File: src/rtl/iob_axil_master_bridge.sv
// IOb native single-word requests to AXI4-Lite master transactions, one in flight at a time.
// Every output is driven from the single registered state machine below.
module iob_axil_master_bridge #(
    parameter int ADDR_W = 32,
    parameter int DATA_W = 32
) (
    input  logic                  clk,
    input  logic                  rst,
    input  logic                  valid,
    input  logic [ADDR_W-1:0]     addr,
    input  logic [DATA_W-1:0]     wdata,
    input  logic [DATA_W/8-1:0]   wstrb,
    output logic [DATA_W-1:0]     rdata,
    output logic                  ready,
    output logic                  error,
    output logic [ADDR_W-1:0]     awaddr,
    output logic                  awvalid,
    input  logic                  awready,
    output logic [DATA_W-1:0]     wdata_o,
    output logic [DATA_W/8-1:0]   wstrb_o,
    output logic                  wvalid,
    input  logic                  wready,
    input  logic [1:0]            bresp,
    input  logic                  bvalid,
    output logic                  bready,
    output logic [ADDR_W-1:0]     araddr,
    output logic                  arvalid,
    input  logic                  arready,
    input  logic [DATA_W-1:0]     rdata_i,
    input  logic [1:0]            rresp,
    input  logic                  rvalid,
    output logic                  rready
);

    typedef enum logic [2:0] {
        IDLE  = 3'd0,
        WR    = 3'd1,
        WRESP = 3'd2,
        RD    = 3'd3,
        RDATA = 3'd4,
        DONE  = 3'd5
    } state_t;

    state_t state_reg;

    // A channel counts as finished once its valid has dropped or is handshaking now.
    logic aw_ok;
    logic w_ok;

    assign aw_ok = !awvalid || awready;
    assign w_ok  = !wvalid  || wready;

    always_ff @(posedge clk) begin
        if (!rst) begin
            state_reg <= IDLE;
            awvalid   <= 1'b0;
            wvalid    <= 1'b0;
            bready    <= 1'b0;
            arvalid   <= 1'b0;
            rready    <= 1'b0;
            ready     <= 1'b0;
            error     <= 1'b0;
            rdata     <= '0;
            awaddr    <= '0;
            araddr    <= '0;
            wdata_o   <= '0;
            wstrb_o   <= '0;
        end else begin
            ready <= 1'b0;
            error <= 1'b0;
            case (state_reg)
                IDLE: begin
                    if (valid) begin
                        wdata_o <= wdata;
                        wstrb_o <= wstrb;
                        if (|wstrb) begin
                            awaddr    <= addr;
                            awvalid   <= 1'b1;
                            wvalid    <= 1'b1;
                            state_reg <= WR;
                        end else begin
                            araddr    <= addr;
                            arvalid   <= 1'b1;
                            state_reg <= RD;
                        end
                    end
                end
                WR: begin
                    if (awready) begin
                        awvalid <= 1'b0;
                    end
                    if (wready) begin
                        wvalid <= 1'b0;
                    end
                    if (aw_ok && w_ok) begin
                        bready    <= 1'b1;
                        state_reg <= WRESP;
                    end
                end
                WRESP: begin
                    if (bvalid) begin
                        bready    <= 1'b0;
                        error     <= bresp[1];
                        ready     <= 1'b1;
                        state_reg <= DONE;
                    end
                end
                RD: begin
                    if (arready) begin
                        arvalid   <= 1'b0;
                        rready    <= 1'b1;
                        state_reg <= RDATA;
                    end
                end
                RDATA: begin
                    if (rvalid) begin
                        rdata     <= rdata_i;
                        error     <= rresp[1];
                        rready    <= 1'b0;
                        ready     <= 1'b1;
                        state_reg <= DONE;
                    end
                end
                DONE: begin
                    // The requester still holds valid this cycle; it must not start a second transfer.
                    state_reg <= IDLE;
                end
                default: begin
                    state_reg <= IDLE;
                end
            endcase
        end
    end

    // AXI handshake rules and completion invariants.
    a_aw_hold: assert property (@(posedge clk) disable iff (!rst)
        awvalid && !awready |=> awvalid);
    a_w_hold: assert property (@(posedge clk) disable iff (!rst)
        wvalid && !wready |=> wvalid);
    a_ar_hold: assert property (@(posedge clk) disable iff (!rst)
        arvalid && !arready |=> arvalid);
    a_error_with_ready: assert property (@(posedge clk) disable iff (!rst)
        error |-> ready);
    a_ready_pulse: assert property (@(posedge clk) disable iff (!rst)
        ready |=> !ready);
    a_one_direction: assert property (@(posedge clk) disable iff (!rst)
        !((awvalid || wvalid || bready) && (arvalid || rready)));

endmodule
File: config.mk
export PLATFORM = sky130hd
export DESIGN_NAME = iob_axil_master_bridge
export DESIGN_NICKNAME = d
export VERILOG_FILES = /design/src/rtl/iob_axil_master_bridge.sv
export SDC_FILE = /design/constraint.sdc
export NUM_CORES = 1
export LEC_CHECK = 0
export BUFFER_PORTS_ARGS = -buffer_cell sky130_fd_sc_hd__buf_4
export CORE_UTILIZATION = 30
export CTS_CLUSTER_DIAMETER = 80
export DETAILED_ROUTE_END_ITERATION = 6
export GPL_TIMING_DRIVEN = 1
export PLACE_DENSITY = 0.57
export SYNTH_ARGS = -nofsm -noshare
export SYNTH_HDL_FRONTEND = slang
export SYNTH_SLANG_ARGS = --single-unit
File: constraint.sdc
create_clock -name clk -period 1.72 [get_ports clk]
set_clock_uncertainty 0.05 [all_clocks]
set_input_delay 0.086 -clock clk [delete_from_list [all_inputs] [get_ports clk]]
set_output_delay 0.086 -clock clk [all_outputs]
set_load 0.02 [all_outputs]
# Yosys cells after proc, flatten, opt, wreduce, memory -nomap -nowiden

Index checks and enable logic that the tools add are counted.

Register bits: 142
Output and inout port bits: 139
Logic and storage cells: 77

Equal/unequal tests: 13
Multiplexer cells: 29
Bitwise gates (word level): 1
Reductions and logical operators: 21

Operators by type and width:

| operator                                       | number |
|---|---|
| inequality test 2 bit (second input constant)  | 9 |
| two-way mux 1 bit                              | 15 |
| two-way mux 3 bit                              | 5 |
| case mux 3 bit (5 select lines)                | 1 |
| case mux 1 bit (2 select lines)                | 7 |
| AND reduction 3 bit                            | 4 |
| AND reduction 4 bit                            | 3 |
| nonzero test 2 bit                             | 4 |
| == test 3 x 2 -> 1 bit (second input constant) | 2 |
| AND reduction 5 bit                            | 1 |
| AND reduction 2 bit                            | 2 |
| OR reduction 4 bit                             | 1 |
| == test 3 x 1 -> 1 bit (second input constant) | 1 |
| == test 3 bit (second input constant)          | 1 |
| zero test 3 bit                                | 1 |
| zero test 1 bit                                | 2 |
| logical OR 1 bit                               | 2 |
| two-way mux 2 bit                              | 1 |
| logical AND 1 bit                              | 1 |
| NOT 1 bit                                      | 1 |

# Logic depth before layout (Yosys ltp)

Depth in word-level cells: 5
Depth in mapped cells: 7
Mapped depth without buffers: 4

# Worst setup path before layout

Ideal clock, no wire load.

Path type: register to register
Start: register state_reg[2]
End: register awaddr[10]
Arrival: 1.432 ns
Data required time: 1.600 ns
Path slack: 0.168 ns
Cell stages (with the launch flop): 7
Path buffers: 2
Clock period less this slack: 1.552 ns
Cells stage by stage: dfxtp_1 or4b_4 buf_6 nor2_8 buf_4 nand2_1 a21oi_1

Cells in the longest elaborated chain, start to end: 2

Ends and longest elaborated chain:

| item                                 | line | source |
|---|---|---|
| start: declaration                   | 44   | `state_t state_reg;` |
| start signal: assignment             | 55   | `state_reg <= IDLE;` |
| start signal: assignment             | 80   | `state_reg <= WR;` |
| start signal: assignment             | 84   | `state_reg <= RD;` |
| zero test 3 bit                      | 71   | `case (state_reg)` |
| AND reduction 3 bit (no source line) | n/a  |  |
| end signal: assignment               | 77   | `awaddr <= addr;` |
| end: declaration                     | 16   | `output logic [ADDR_W-1:0] awaddr,` |

No other way between the ends.
A chain may end at the register's enable or synchronous reset.

# Worst setup path after layout

Start: register state_reg[2]
End: register araddr[30]

Cells in the longest elaborated chain, start to end: 2

Ends and longest elaborated chain:

| item                                 | line | source |
|---|---|---|
| zero test 3 bit                      | 71   |  |
| AND reduction 3 bit (no source line) | n/a  |  |
| end signal: assignment               | 82   | `araddr <= addr;` |
| end: declaration                     | 26   | `output logic [ADDR_W-1:0] araddr,` |

No other way between the ends.

==> results.ini <==
[detailed_routing]
vias=5428
drc=0
drtPass1Iterations=4
avgViaCountPerCell=4.456
drt-initial-drc-count=258
wirelength_um=16750
ant_nets=0
wl_per_cell_um=13.75

[power_and_ir_drop]
power.density_nw_per_um2=1211
ir_drop_uv=690.5
leakagePower_nw=3.785

[placed_design]
portBuffers=248
dp.final_hpwl_um=10460
place_congestion=0.7559
dpl_cell_area_um2=7236

[clock_tree]
clock_latency_ns=0.41
clk_pin_slew_ns=0.06
cts_max_path_buffers=2
clock-sinks=142
cts_tree=built
cts_root_buf=clkbuf_16
numCtsBuffers=17
htree_num_levels=4

[hold_path]
hold_class=input pin to flop
holdPathStages=4

[setup_path]
max_stage_delay_ns=0.60
rr_endpoint=araddr[30]
crit_end=araddr[30]
worstPathArrival_ns=1.92
critPathTopFamily=simple AND/OR/NAND/NOR gates
cp.required_ns=2.02
reg2reg_from=state_reg[2]
cp_max_fo=16
path_cells=or4b_4 > nor2_4 > clkbuf_16 > nand2_1 > a21oi_1
r2r_slack_ns=0.1
critPathLaunch=state_reg[2]
reg2reg_depth=5
cp_num_buf_inv=1
worstSetupEndpointType=flop
worstSetupPathType=flop to flop
critPathLaunchType=flop
worst-path-stages=5
slowest_stage=or4b_4

[yosys]
synth.top_cells.by_count=269 x nand2_1, 142 x dfxtp_1, 134 x a21oi_1
netlist_instances=638
synth_area_leader_cell=dfxtp_1
syn-num-nets=750
ys_ff_latch=142
ys_seq_area_share_pct=56.29
yosysMostFrequentCell=nand2_1
synth_warnings=0
synth-main-ff-cell=dfxtp_1
netlist_area_um2=5050
synth.distinct_cells=32
synth_async_sr_flop_share_pct=0
synth_edf_count=0
synth_top_area_share_pct=56.29
synth_area_leaders=dfxtp_1 56%, nand2_1 20%, a21oi_1 13%, clkbuf_1 1.8%, buf_2 1.2%
avgSynthCellArea_um2=7.915

[floorplanning]
fp.dieW_um=131.7
io_pins=251
core-area_um2=16520
die_area_um2=17360
fp.dieH_um=131.7
rows=47
start_util_pct=30.56

[timing]
post-route-period-util_pct=94.28
rsz0062_at_grt=true
fmax_mhz=616.7
max-slew-margin-rel_pct=71.30
drv_slew=0
period_needed_ns=1.622
tightest_slew_ns=0.4294
hold_violations=0
setup_viol=0

[final_layout]
seqCellArea_um2=2843
utilization_pct=53.99
fillers=1532
multi_input_comb_area_um2=2012
final_nets=1097
final_area_um2=8922
diodes=0
area_growth_pct=76.68
drive_above_1_share_pct=30.76

[flow_run]
cap_violations=0

[global_routing]
overflow=0
grt_pass1_vias=5252
track_usage_pct=19.26
antenna_found_initial=0
grt_start_max_net_pins=42
grt_pass1_wl_um=26540

[outcome]
status=completed

==> cell usage in the layout (no fill, tap or decap), types with 3 or more instances in the layout <==
master         instances
nor3_1                 4
nand2b_1               3
buf_4                259
dfxtp_1              142
a211oi_1               3
clkbuf_16             18
nor2_1                12
clkbuf_8               3
dlygate4sd3_1        105
buf_12                 8
clkinvlp_4             4
nand2_1              269
a21oi_1              134
==> logic make-up (layout without fill, tap and decap cells) <==
group / after synthesis / after routing / share of synthesized area (%)
AO/OA/AOI/OAI: 145 / 145 / 14.84
XOR/XNOR: 1 / 1 / 0.1735
buffers and inverters: 47 / 407 / 4.163
flip-flops: 142 / 142 / 56.29
multiplexers: 2 / 2 / 0.3964
AND/OR/NAND/NOR: 301 / 301 / 24.13
==> per-stage QoR <==
step / setup TNS [ns] / setup slack, ns / power (W) / std cells / hold slack (ns)
after global placement: 0 / 0.1183 / 0.006921 / 1080 / 0.2283
after detailed placement: 0 / 0.06839 / 0.006933 / 1080 / 0.2320
final: 0 / 0.09846 / 0.01080 / 1218 / 0.03276
after floorplan: 0 / 0.1675 / 0.005646 / 638 / 0.1316
after CTS: 0 / 0.05498 / 0.01089 / 1217 / 0.02673
after global routing: -0.002314 / -0.002314 / 0.01133 / 1218 / 0.09674
==> per-layer routing <==
layer  global-route usage, %  share of wire [%]
met1                   23.09                 45
met3                   5.229                5.5
met2                   32.13                 47
met5                       0                  0
met4                   8.786                2.4
==> area by class of cell <==
class | instances | area share (%)
Inverter | 2 | 0.1122
Sequential cell | 142 | 31.86
Timing Repair Buffer | 373 | 35.65
Clock inverter | 12 | 1.515
Clock buffer | 20 | 5.231
Multi-Input combinational cell | 449 | 22.55
Tap cell | 220 | 3.085
==> report_power, final <==
part	switching, W	internal, W	total [W]
Combinational	0.00178	0.00138	0.00316
Clock	0.00148	0.00226	0.00374
Sequential	0.000210	0.00369	0.00390
Total	0.00347	0.00733	0.0108
==> worst register-to-register path: cells and delay by family (launching register included) <==
kind	cells	cell delay, ns
simple gates	3	0.85
compound gates	1	0.11
buf+inv	1	0.21
flops	1	0.33
==> what timing repair did <==
action | 4_1_cts | 5_1_grt
endpoints found under the hold margin | 137 | 0
hold buffers | 105 | 0
setup endpoints to repair | 0 | 3
setup buffers | 0 | 0
gates resized for setup | 0 | 2
==> how the worst min path moves through the flow <==
stage | from | to | slack (ns)
2_1_floorplan | awready | awvalid | 0.13
3_3_place_gp | wready | wvalid | 0.23
3_5_place_dp | wready | wvalid | 0.23
4_1_cts | arready | arvalid | 0.03
5_1_grt | bvalid | ready | 0.1
6_report | arready | arvalid | 0.03
(Power assumes the default switching activity.)
